`config.mk`:
```
export PLATFORM = sky130hd
export DESIGN_NAME = triad_decoder_bank
export DESIGN_NICKNAME = d
export VERILOG_FILES = /design/src/rtl/comptest_pkg.sv /design/src/rtl/triad_channel.sv /design/src/rtl/triad_decoder_bank.sv
export SDC_FILE = /design/constraint.sdc
export NUM_CORES = 1
export LEC_CHECK = 0
export ABC_AREA = 1
export BUFFER_PORTS_ARGS = -buffer_cell sky130_fd_sc_hd__buf_2
export CAP_MARGIN = 30
export CELL_PAD_IN_SITES_DETAIL_PLACEMENT = 0
export CELL_PAD_IN_SITES_GLOBAL_PLACEMENT = 1
export CORE_MARGIN = 2
export CORE_UTILIZATION = 46
export CTS_CLUSTER_SIZE = 14
export DETAILED_ROUTE_END_ITERATION = 10
export PLACE_DENSITY = 0.85
export SYNTH_ARGS = -nofsm -noshare
export SYNTH_HDL_FRONTEND = slang
export SYNTH_HIERARCHICAL = 1
export SYNTH_SLANG_ARGS = --single-unit
```
`constraint.sdc`:
```
create_clock -name clk -period 4.76 [get_ports clk]
set_input_delay 0 -clock clk [delete_from_list [all_inputs] [get_ports clk]]
set_output_delay 0 -clock clk [all_outputs]
set_load 0.01 [all_outputs]
```
`src/rtl/comptest_pkg.sv`:
```
// Shared definitions for the comparator test stand triad decoders.
package comptest_pkg;

    typedef enum logic [1:0] {
        ST_IDLE,
        ST_S1,
        ST_S2,
        ST_HOLD
    } triad_state_t;

    localparam int unsigned TRIAD_LEN = 3;
    localparam int unsigned HS_PER_CH = 4;
    // Bits following a skipped start bit that cannot begin a new triad
    localparam int unsigned IGN_LEN   = TRIAD_LEN - 1;

    function automatic logic [HS_PER_CH-1:0] hs_onehot(input logic [1:0] code);
        hs_onehot       = '0;
        hs_onehot[code] = 1'b1;
    endfunction

endpackage

```
`src/rtl/triad_channel.sv`:
```
// One distrip channel: triad FSM, hold/ignore timing and saturating hit/skip counters.
module triad_channel
    import comptest_pkg::*;
#(
    parameter int unsigned PERSIST_W = 4,
    parameter int unsigned CNT_W     = 16
) (
    input  logic                 clk,
    input  logic                 _reset,
    input  logic                 clr,
    input  logic                 cnt_rst,
    input  logic                 retrig,
    input  logic [PERSIST_W-1:0] persist,
    input  logic                 distrip,
    output logic [HS_PER_CH-1:0] halfstrips,
    output logic                 triad_skip,
    output logic [CNT_W-1:0]     hit_cnt,
    output logic [CNT_W-1:0]     skip_cnt
);

    triad_state_t         state, state_n;
    logic                 b1, b1_n;
    logic [PERSIST_W-1:0] hold_cnt, hold_n;
    logic [1:0]           ign, ign_n;
    logic [HS_PER_CH-1:0] hs_int, hs_n;
    logic                 hit_p, hit_n;
    logic                 skip_n;
    logic                 start_hold;

    always_comb begin
        state_n    = state;
        b1_n       = b1;
        hold_n     = hold_cnt;
        ign_n      = ign;
        hs_n       = hs_int;
        hit_n      = 1'b0;
        skip_n     = 1'b0;
        start_hold = distrip && (ign == '0);
        case (state)
            ST_IDLE: if (distrip) state_n = ST_S1;
            ST_S1: begin
                b1_n    = distrip;
                state_n = ST_S2;
            end
            ST_S2: begin
                hs_n    = hs_onehot({b1, distrip});
                hold_n  = persist;
                hit_n   = 1'b1;
                state_n = ST_HOLD;
            end
            ST_HOLD: begin
                if (ign != '0) ign_n = ign - 2'd1;
                // A retrigger freezes the hold count and keeps the old hit until the new S2
                if (start_hold && retrig) begin
                    state_n = ST_S1;
                end else begin
                    if (start_hold) begin
                        skip_n = 1'b1;
                        ign_n  = 2'(IGN_LEN);
                    end
                    if (hold_cnt != '0) begin
                        hold_n = hold_cnt - PERSIST_W'(1);
                    end else begin
                        hs_n = '0;
                        if (ign == '0 && !start_hold) state_n = ST_IDLE;
                    end
                end
            end
            default: state_n = ST_IDLE;
        endcase
    end

    always_ff @(posedge clk or negedge _reset) begin
        if (!_reset) begin
            state      <= ST_IDLE;
            b1         <= 1'b0;
            hold_cnt   <= '0;
            ign        <= '0;
            hs_int     <= '0;
            hit_p      <= 1'b0;
            halfstrips <= '0;
            triad_skip <= 1'b0;
        end else if (clr) begin
            state      <= ST_IDLE;
            b1         <= 1'b0;
            hold_cnt   <= '0;
            ign        <= '0;
            hs_int     <= '0;
            hit_p      <= 1'b0;
            halfstrips <= '0;
            triad_skip <= 1'b0;
        end else begin
            state      <= state_n;
            b1         <= b1_n;
            hold_cnt   <= hold_n;
            ign        <= ign_n;
            hs_int     <= hs_n;
            hit_p      <= hit_n;
            halfstrips <= hs_int;
            triad_skip <= skip_n;
        end
    end

    always_ff @(posedge clk or negedge _reset) begin
        if (!_reset) begin
            hit_cnt  <= '0;
            skip_cnt <= '0;
        end else if (cnt_rst) begin
            hit_cnt  <= '0;
            skip_cnt <= '0;
        end else begin
            if (hit_p && hit_cnt != '1) hit_cnt <= hit_cnt + CNT_W'(1);
            if (skip_n && !clr && skip_cnt != '1) skip_cnt <= skip_cnt + CNT_W'(1);
        end
    end

endmodule

```
`src/rtl/triad_decoder_bank.sv`:
```
// Bank of independent triad decoders, one per distrip line, four half-strips each.
module triad_decoder_bank
    import comptest_pkg::*;
#(
    parameter int unsigned NCH       = 8,
    parameter int unsigned PERSIST_W = 4,
    parameter int unsigned CNT_W     = 16
) (
    input  logic                     clk,
    input  logic                     _reset,
    input  logic                     clr,
    input  logic                     cnt_rst,
    input  logic                     retrig,
    input  logic [PERSIST_W-1:0]     persist,
    input  logic [NCH-1:0]           distrip,
    output logic [HS_PER_CH*NCH-1:0] halfstrips,
    output logic [NCH-1:0]           triad_skip,
    output logic [NCH*CNT_W-1:0]     hit_cnt,
    output logic [NCH*CNT_W-1:0]     skip_cnt
);

    for (genvar c = 0; c < NCH; c++) begin : g_ch
        triad_channel #(
            .PERSIST_W(PERSIST_W),
            .CNT_W    (CNT_W)
        ) u_ch (
            .clk       (clk),
            ._reset    (_reset),
            .clr       (clr),
            .cnt_rst   (cnt_rst),
            .retrig    (retrig),
            .persist   (persist),
            .distrip   (distrip[c]),
            .halfstrips(halfstrips[c*HS_PER_CH +: HS_PER_CH]),
            .triad_skip(triad_skip[c]),
            .hit_cnt   (hit_cnt[c*CNT_W +: CNT_W]),
            .skip_cnt  (skip_cnt[c*CNT_W +: CNT_W])
        );
    end

endmodule

```
* Word-level counts from Yosys, hierarchy flattened
Cells that the tools add are included.
** Operators by class
- Add/sub/neg operators :: 32
- Order comparisons :: 16
- Eq/ne operators :: 88
- Multiplexer cells :: 272
- Reduce and logical (&&, ||, !) cells :: 161
** Operators by type and width (number)
- 16-bit two-way mux :: 32
- 16-bit by 1-bit adder with 16-bit output (second input constant) :: 16
- 16-bit inequality test (second input constant) :: 16
- 4-bit two-way mux :: 56
- 2-bit two-way mux :: 80
- 4-bit case mux with 2 select lines :: 16
- 2-bit nonzero test :: 40
- 1-bit two-way mux :: 72
- 3-bit inequality test (second input constant) :: 24
- 3-bit AND reduction :: 24
- 2-bit case mux with 4 select lines :: 8
- 1-bit logical AND :: 56
- 2-bit == test (second input constant) :: 16
- 2-bit zero test :: 16
- 4-bit by 2-bit inequality test with 1-bit output (second input constant) :: 8
- 4-bit by 3-bit inequality test with 1-bit output (second input constant) :: 8
- 4-bit nonzero test :: 8
- 4-bit by 1-bit subtractor with 4-bit output (second input constant) :: 8
- 2-bit by 3-bit less-than comparator with 1-bit output (second input constant) :: 8
- 3-bit by 2-bit inequality test with 1-bit output (second input constant) :: 8
- 3-bit nonzero test :: 8
- 1-bit demux with 2-bit select :: 8
- 2-bit by 1-bit == test with 1-bit output (second input constant) :: 8
- 2-bit by 1-bit greater-or-equal comparator with 1-bit output (second input constant) :: 8
- 2 further kinds :: 17
** Word-level totals
- Register bits :: 408
- Output and inout port bits :: 296

* Logic depth before layout (Yosys ltp)
- Depth in word-level cells :: 9
- Depth in mapped cells :: 11
- Depth with buffers taken out :: 10

* By module
The synthesis kept the hierarchy.
** By module, submodules not included
- triad_channel (g_ch[1].u_ch ...) :: instances 5, cells each 410, area an instance 3030.4 µm², sequential area each 1276.2 µm²
- triad_channel (g_ch[4].u_ch) :: instances 1, cells each 414, area an instance 3160.5 µm², sequential area each 1276.2 µm²
- triad_channel (g_ch[7].u_ch) :: instances 1, cells each 408, area an instance 3004.1 µm², sequential area each 1276.2 µm²
- triad_channel (g_ch[0].u_ch) :: instances 1, cells each 413, area an instance 2995.4 µm², sequential area each 1276.2 µm²

* Worst setup path after synthesis
No wires, ideal clock.
- Path kind :: register to register
- From :: reg g_ch[4].u_ch.hit_cnt[0]
- To :: reg g_ch[4].u_ch.hit_cnt[10]
- Setup time :: 0.065 ns
- Arrival time :: 1.553 ns
- Data required time :: 4.695 ns
- Slack :: 3.142 ns
- Stages on the path, launching flop included :: 10
- Buffers on the path :: 1
- Period minus slack after synthesis :: 1.618 ns
- Cells stage by stage :: dfrtp_1 > ha_1 > nand3_2 > inv_2 > nand2_1 > nor2_2 > nor2_2 > buf_2 > nand4_1 > nand2_1
** On the way
- Cells in the longest elaborated chain, start to end :: 3
** Ends and longest elaborated chain
- start: declaration :: line triad_channel.sv:17 : output logic [CNT_W-1:0] hit_cnt,
- start signal: assignment :: line triad_channel.sv:112 : if (hit_p && hit_cnt != '1) hit_cnt <= hit_cnt + CNT_W'(1);
- 16-bit by 1-bit adder with 16-bit output or 16-bit inequality test (tied branches) :: line triad_channel.sv:112
- 16-bit two-way mux or 1-bit logical AND (tied branches) :: line triad_channel.sv:112
- 16-bit two-way mux or 2-bit nonzero test (tied branches)
Several ways; a longest one is shown, not always the timed one. The select of a mux whose other input is x is not followed.
A chain may end at the register's enable or synchronous reset.

* Worst setup path after layout
- From :: in clr
- To :: reg g_ch[0].u_ch.hold_cnt[0]
** On the way
- Cells in the longest elaborated chain, start to end :: 2
** Ends and longest elaborated chain
- start: declaration :: line triad_decoder_bank.sv:11 : input logic clr,
- 3-bit by 2-bit inequality test with 1-bit output (no source line), or another cell as far along
- 3-bit AND reduction (no source line)
- end signal: assignment :: line triad_channel.sv:95 : hold_cnt <= hold_n;
- end: declaration :: line triad_channel.sv:23 : logic [PERSIST_W-1:0] hold_cnt, hold_n;
Several ways; a longest one is shown, not always the timed one.

==> impl_results.md <==
- Status: finished, final reports clean
- Detailed Route Iter0 Violations: 1,341
- YS warnings: 6
- Worst Setup Slack, final: 2.509 ns
- Gpl congestion: 0.8965
- Final setup violation count: 0
- Post-layout util: 0.5350
- Hold Vio Cnt, Final: 0
- Synth area leaders: dfrtp_1 42%, nand2_1 17%, nor2_1 6.9%, nand4_1 5.4%, nand3_1 4.5%
- DRC: 0
- First-pass GRT wire length: 105,100 um
- Clock power frac: 0.395
- Worst setup EP type: register
- Vias in the first global route: 20.92k
- Post-synthesis sequential area ratio: 0.4199
- Crit path launch type: input pin
- MaxCap Viol Count: 0
- Fmax: 444.3 MHz
- CTS root buffer: clkbuf_16
- Crit share post-route: 0.4728
- Syn nets: 3,366
- Grt ovf: 0
- Clk_lat worst skew: 0.58 ns
- Relative slew slack: 0.2962
- Via density: 5.188
- Filler cells: 5,075
- Register bit total from synthesis: 408
- CTS Buf Count: 49
- Leak: 14.44 nW
- Total track usage: 0.2316
- Switching Fraction: 0.3057
- Critical path type: input pin to register
- Die Wd: 233.9 um
- Comb pwr share: 0.177
- Setup WS pre-CTS: 2.481 ns
- Io pins: 313
- Fraction of layout cells with a size suffix above 1: 0.1479
- R2R depth: 9
- Top_reg_cell synth: dfrtp_1
- Clk slew on worst S/H paths: 0.06 ns
- Worst-path fanout max: 38
- RR Endpoint: g_ch[4].u_ch/hit_cnt[10]
- Wirelength, routed: 64,060 um
- Post-Syn Area per Cell: 7.401 um^2
- Worst-case clock skew: 0.008179 ns
- Synth async-reset ratio: 1.000
- Post-DR wirelength/cell: 14.81 um
- TritonRoute pass-1 iters: 6
- Pin count of the biggest net entering global routing: 172
- Syn Inst Count: 3,285
- Die ar.: 0.05471 mm^2
- NetSw: 2.877 mW
- Post-synth top area share: 0.4199
- Pwr Density: 335.4 mW/mm^2
- Synth-to-Final Area Change: 15.40%
- Reg power frac: 0.429
- Internal power: 6.533 mW
- Cell row count: 84
- Post-synth EDFFs: 0
- Crit path arrival time: 2.68 ns
- Reg2Reg Setup Slack: 2.66 ns
- Area leader, netlist: dfrtp_1
- Post-CTS Hold Fix Bufs: 15
- Post-DRT Antenna Nets: 0
- HP Class: input pin to async pin
- Port Buffer Count: 312
- Synthesized cell area: 0.02431 mm^2
- Vias: 22.44k
- CTS Sinks: 408
- VDD IR max: 229.4 uV
- CP required: 5.19 ns
- Crit path launch: clr
- ANT cells: 0
- Netlist cell types: 33
- CTS tree: done
- Max-slew violation count: 0
- Starting Density: 0.4636
- RSZ-0062 raised after global routing: false
- H-tree levels: 2
- Setup bufs post-CTS: 0
- HPWL after detailed placement: 44,610 um
- RR Startpoint: g_ch[4].u_ch/hit_cnt[0]
- Initial antenna violation count: 1
- Die Y: 233.9 um
- Sum Neg Setup Slack: 0 ns
- Worst-margin pin slew: 1.054 ns
- Critical path destination: g_ch[0].u_ch/hold_cnt[0]
- Max Root-Sink Buffers: 3
- Post-CTS Resized: 0
- Core area: 0.05245 mm^2
- Crit path time final: 2.251 ns
- Net count, final: 3,687
area by class of cell:
cell class,instances,area (um^2),share of cell area
tap,688,860.8,0.03068
timing repair buffer,334,1812,0.06457
clock buffer,68,1418,0.05053
inverter,299,1125,0.04009
clock inverter,14,145.1,0.005173
multi-input combinational,2514,12490,0.4451
sequential,408,10210,0.3639
Yosys cell counts, types with 4 or more instances:
cell / instances
nand2_1: 1112
nor2_1: 448
dfrtp_1: 408
inv_1: 288
nand3_1: 220
nand4_1: 208
o21ai_0: 132
xor2_1: 75
ha_1: 64
o21bai_1: 48
nor2_4: 34
a21oi_1: 32
or2_2: 31
buf_6: 26
nor2_2: 24
nand2_2: 21
buf_2: 19
nor2_8: 16
a22oi_1: 14
clkbuf_1: 14
nand3b_1: 10
inv_2: 9
mux2i_1: 7
nand2_4: 7
o21a_1: 7
buf_4: 4
flip-flops by register name, summed over array words and instances (netlist names):
signal / cells
g_ch.u_ch/hit_cnt: 128
g_ch.u_ch/skip_cnt: 128
g_ch.u_ch/halfstrips: 32
g_ch.u_ch/hold_cnt: 32
g_ch.u_ch/hs_int: 32
g_ch.u_ch/ign: 16
g_ch.u_ch/state: 16
g_ch.u_ch/b1: 8
g_ch.u_ch/hit_p: 8
g_ch.u_ch/triad_skip: 8
layout by cell type, fill, tap and decap left out, types with 9 or more instances in the layout:
master	synthesis	final
a21oi_1	32	32
a22oi_1	14	14
buf_2	19	309
clkbuf_16	0	49
clkbuf_8	0	12
clkinv_2	0	11
dfrtp_1	408	408
dlygate4sd3_1	0	15
ha_1	64	64
inv_1	288	288
inv_2	9	9
nand2_1	1112	1112
nand2_2	21	21
nand3_1	220	220
nand3b_1	10	10
nand4_1	208	208
nor2_1	448	448
nor2_2	24	24
nor2_4	34	34
nor2_8	16	16
o21ai_0	132	132
o21bai_1	48	48
or2_2	31	31
xor2_1	75	75
power groups by stage:
stage	Sequential, mW	Combinational, mW	Clock, mW
finish	4.03	1.66	3.71
global placement	4.08	1.60	0
global route	4.08	1.93	3.96
floorplan	4.05	1.21	0
CTS	4.03	1.68	3.83
detailed placement	4.09	1.66	0
metal layers:
| metal | share of wire | global-route usage | vias up |
|---|---|---|---|
| met5 | 0.00020 | 0 | - |
| met4 | 0.025 | 0.06725 | 2 |
| met3 | 0.046 | 0.03368 | 98 |
| met2 | 0.48 | 0.3891 | 459 |
| met1 | 0.45 | 0.3107 | 10640 |
| li1 | - | - | 11240 |
critical path, cell delays in order:
cell,delay [ns]
dlygate4sd3_1,0.54
buf_4,0.50
buf_4,0.60
inv_1,0.20
nand2_1,0.16
nor2_1,0.07
a21oi_1,0.41
o21ai_0,0.15
through the flow:
stage / hold slack, ns / area [um^2] / instances / power [mW]
global route: 0.07896 / 28060 / 4325 / 9.976
floorplan: -0.2956 / 24310 / 3285 / 5.254
global placement: 0.04721 / 26330 / 4227 / 5.675
finish: 0.003623 / 28060 / 4325 / 9.411
CTS: 0.02052 / 28060 / 4325 / 9.542
detailed placement: 0.05371 / 26340 / 4228 / 5.746
kinds of logic after synthesis:
logic type	share of synthesized area
adders and majority gates	0.03294
buffers and inverters	0.06644
DFF	0.4199
and+or+nand+nor	0.3949
muxes	0.002882
xor gates and xnor gates	0.02738
AOI/OAI and AO/OA	0.05553
worst min-delay path by stage:
| stage | from | end | depth (start not counted) |
|---|---|---|---|
| 3_3_place_gp | _reset | g_ch[4].u_ch/hit_cnt[7] | 1 |
| 5_1_grt | _reset | g_ch[4].u_ch/hit_cnt[7] | 2 |
| 2_1_floorplan | _reset | g_ch[0].u_ch/b1 | 0 |
| 3_5_place_dp | _reset | g_ch[4].u_ch/hit_cnt[7] | 1 |
| 4_1_cts | _reset | g_ch[4].u_ch/hit_cnt[7] | 2 |
| 6_report | _reset | g_ch[4].u_ch/hit_cnt[0] | 2 |
Note: power is estimated with default switching activity, not from simulation.
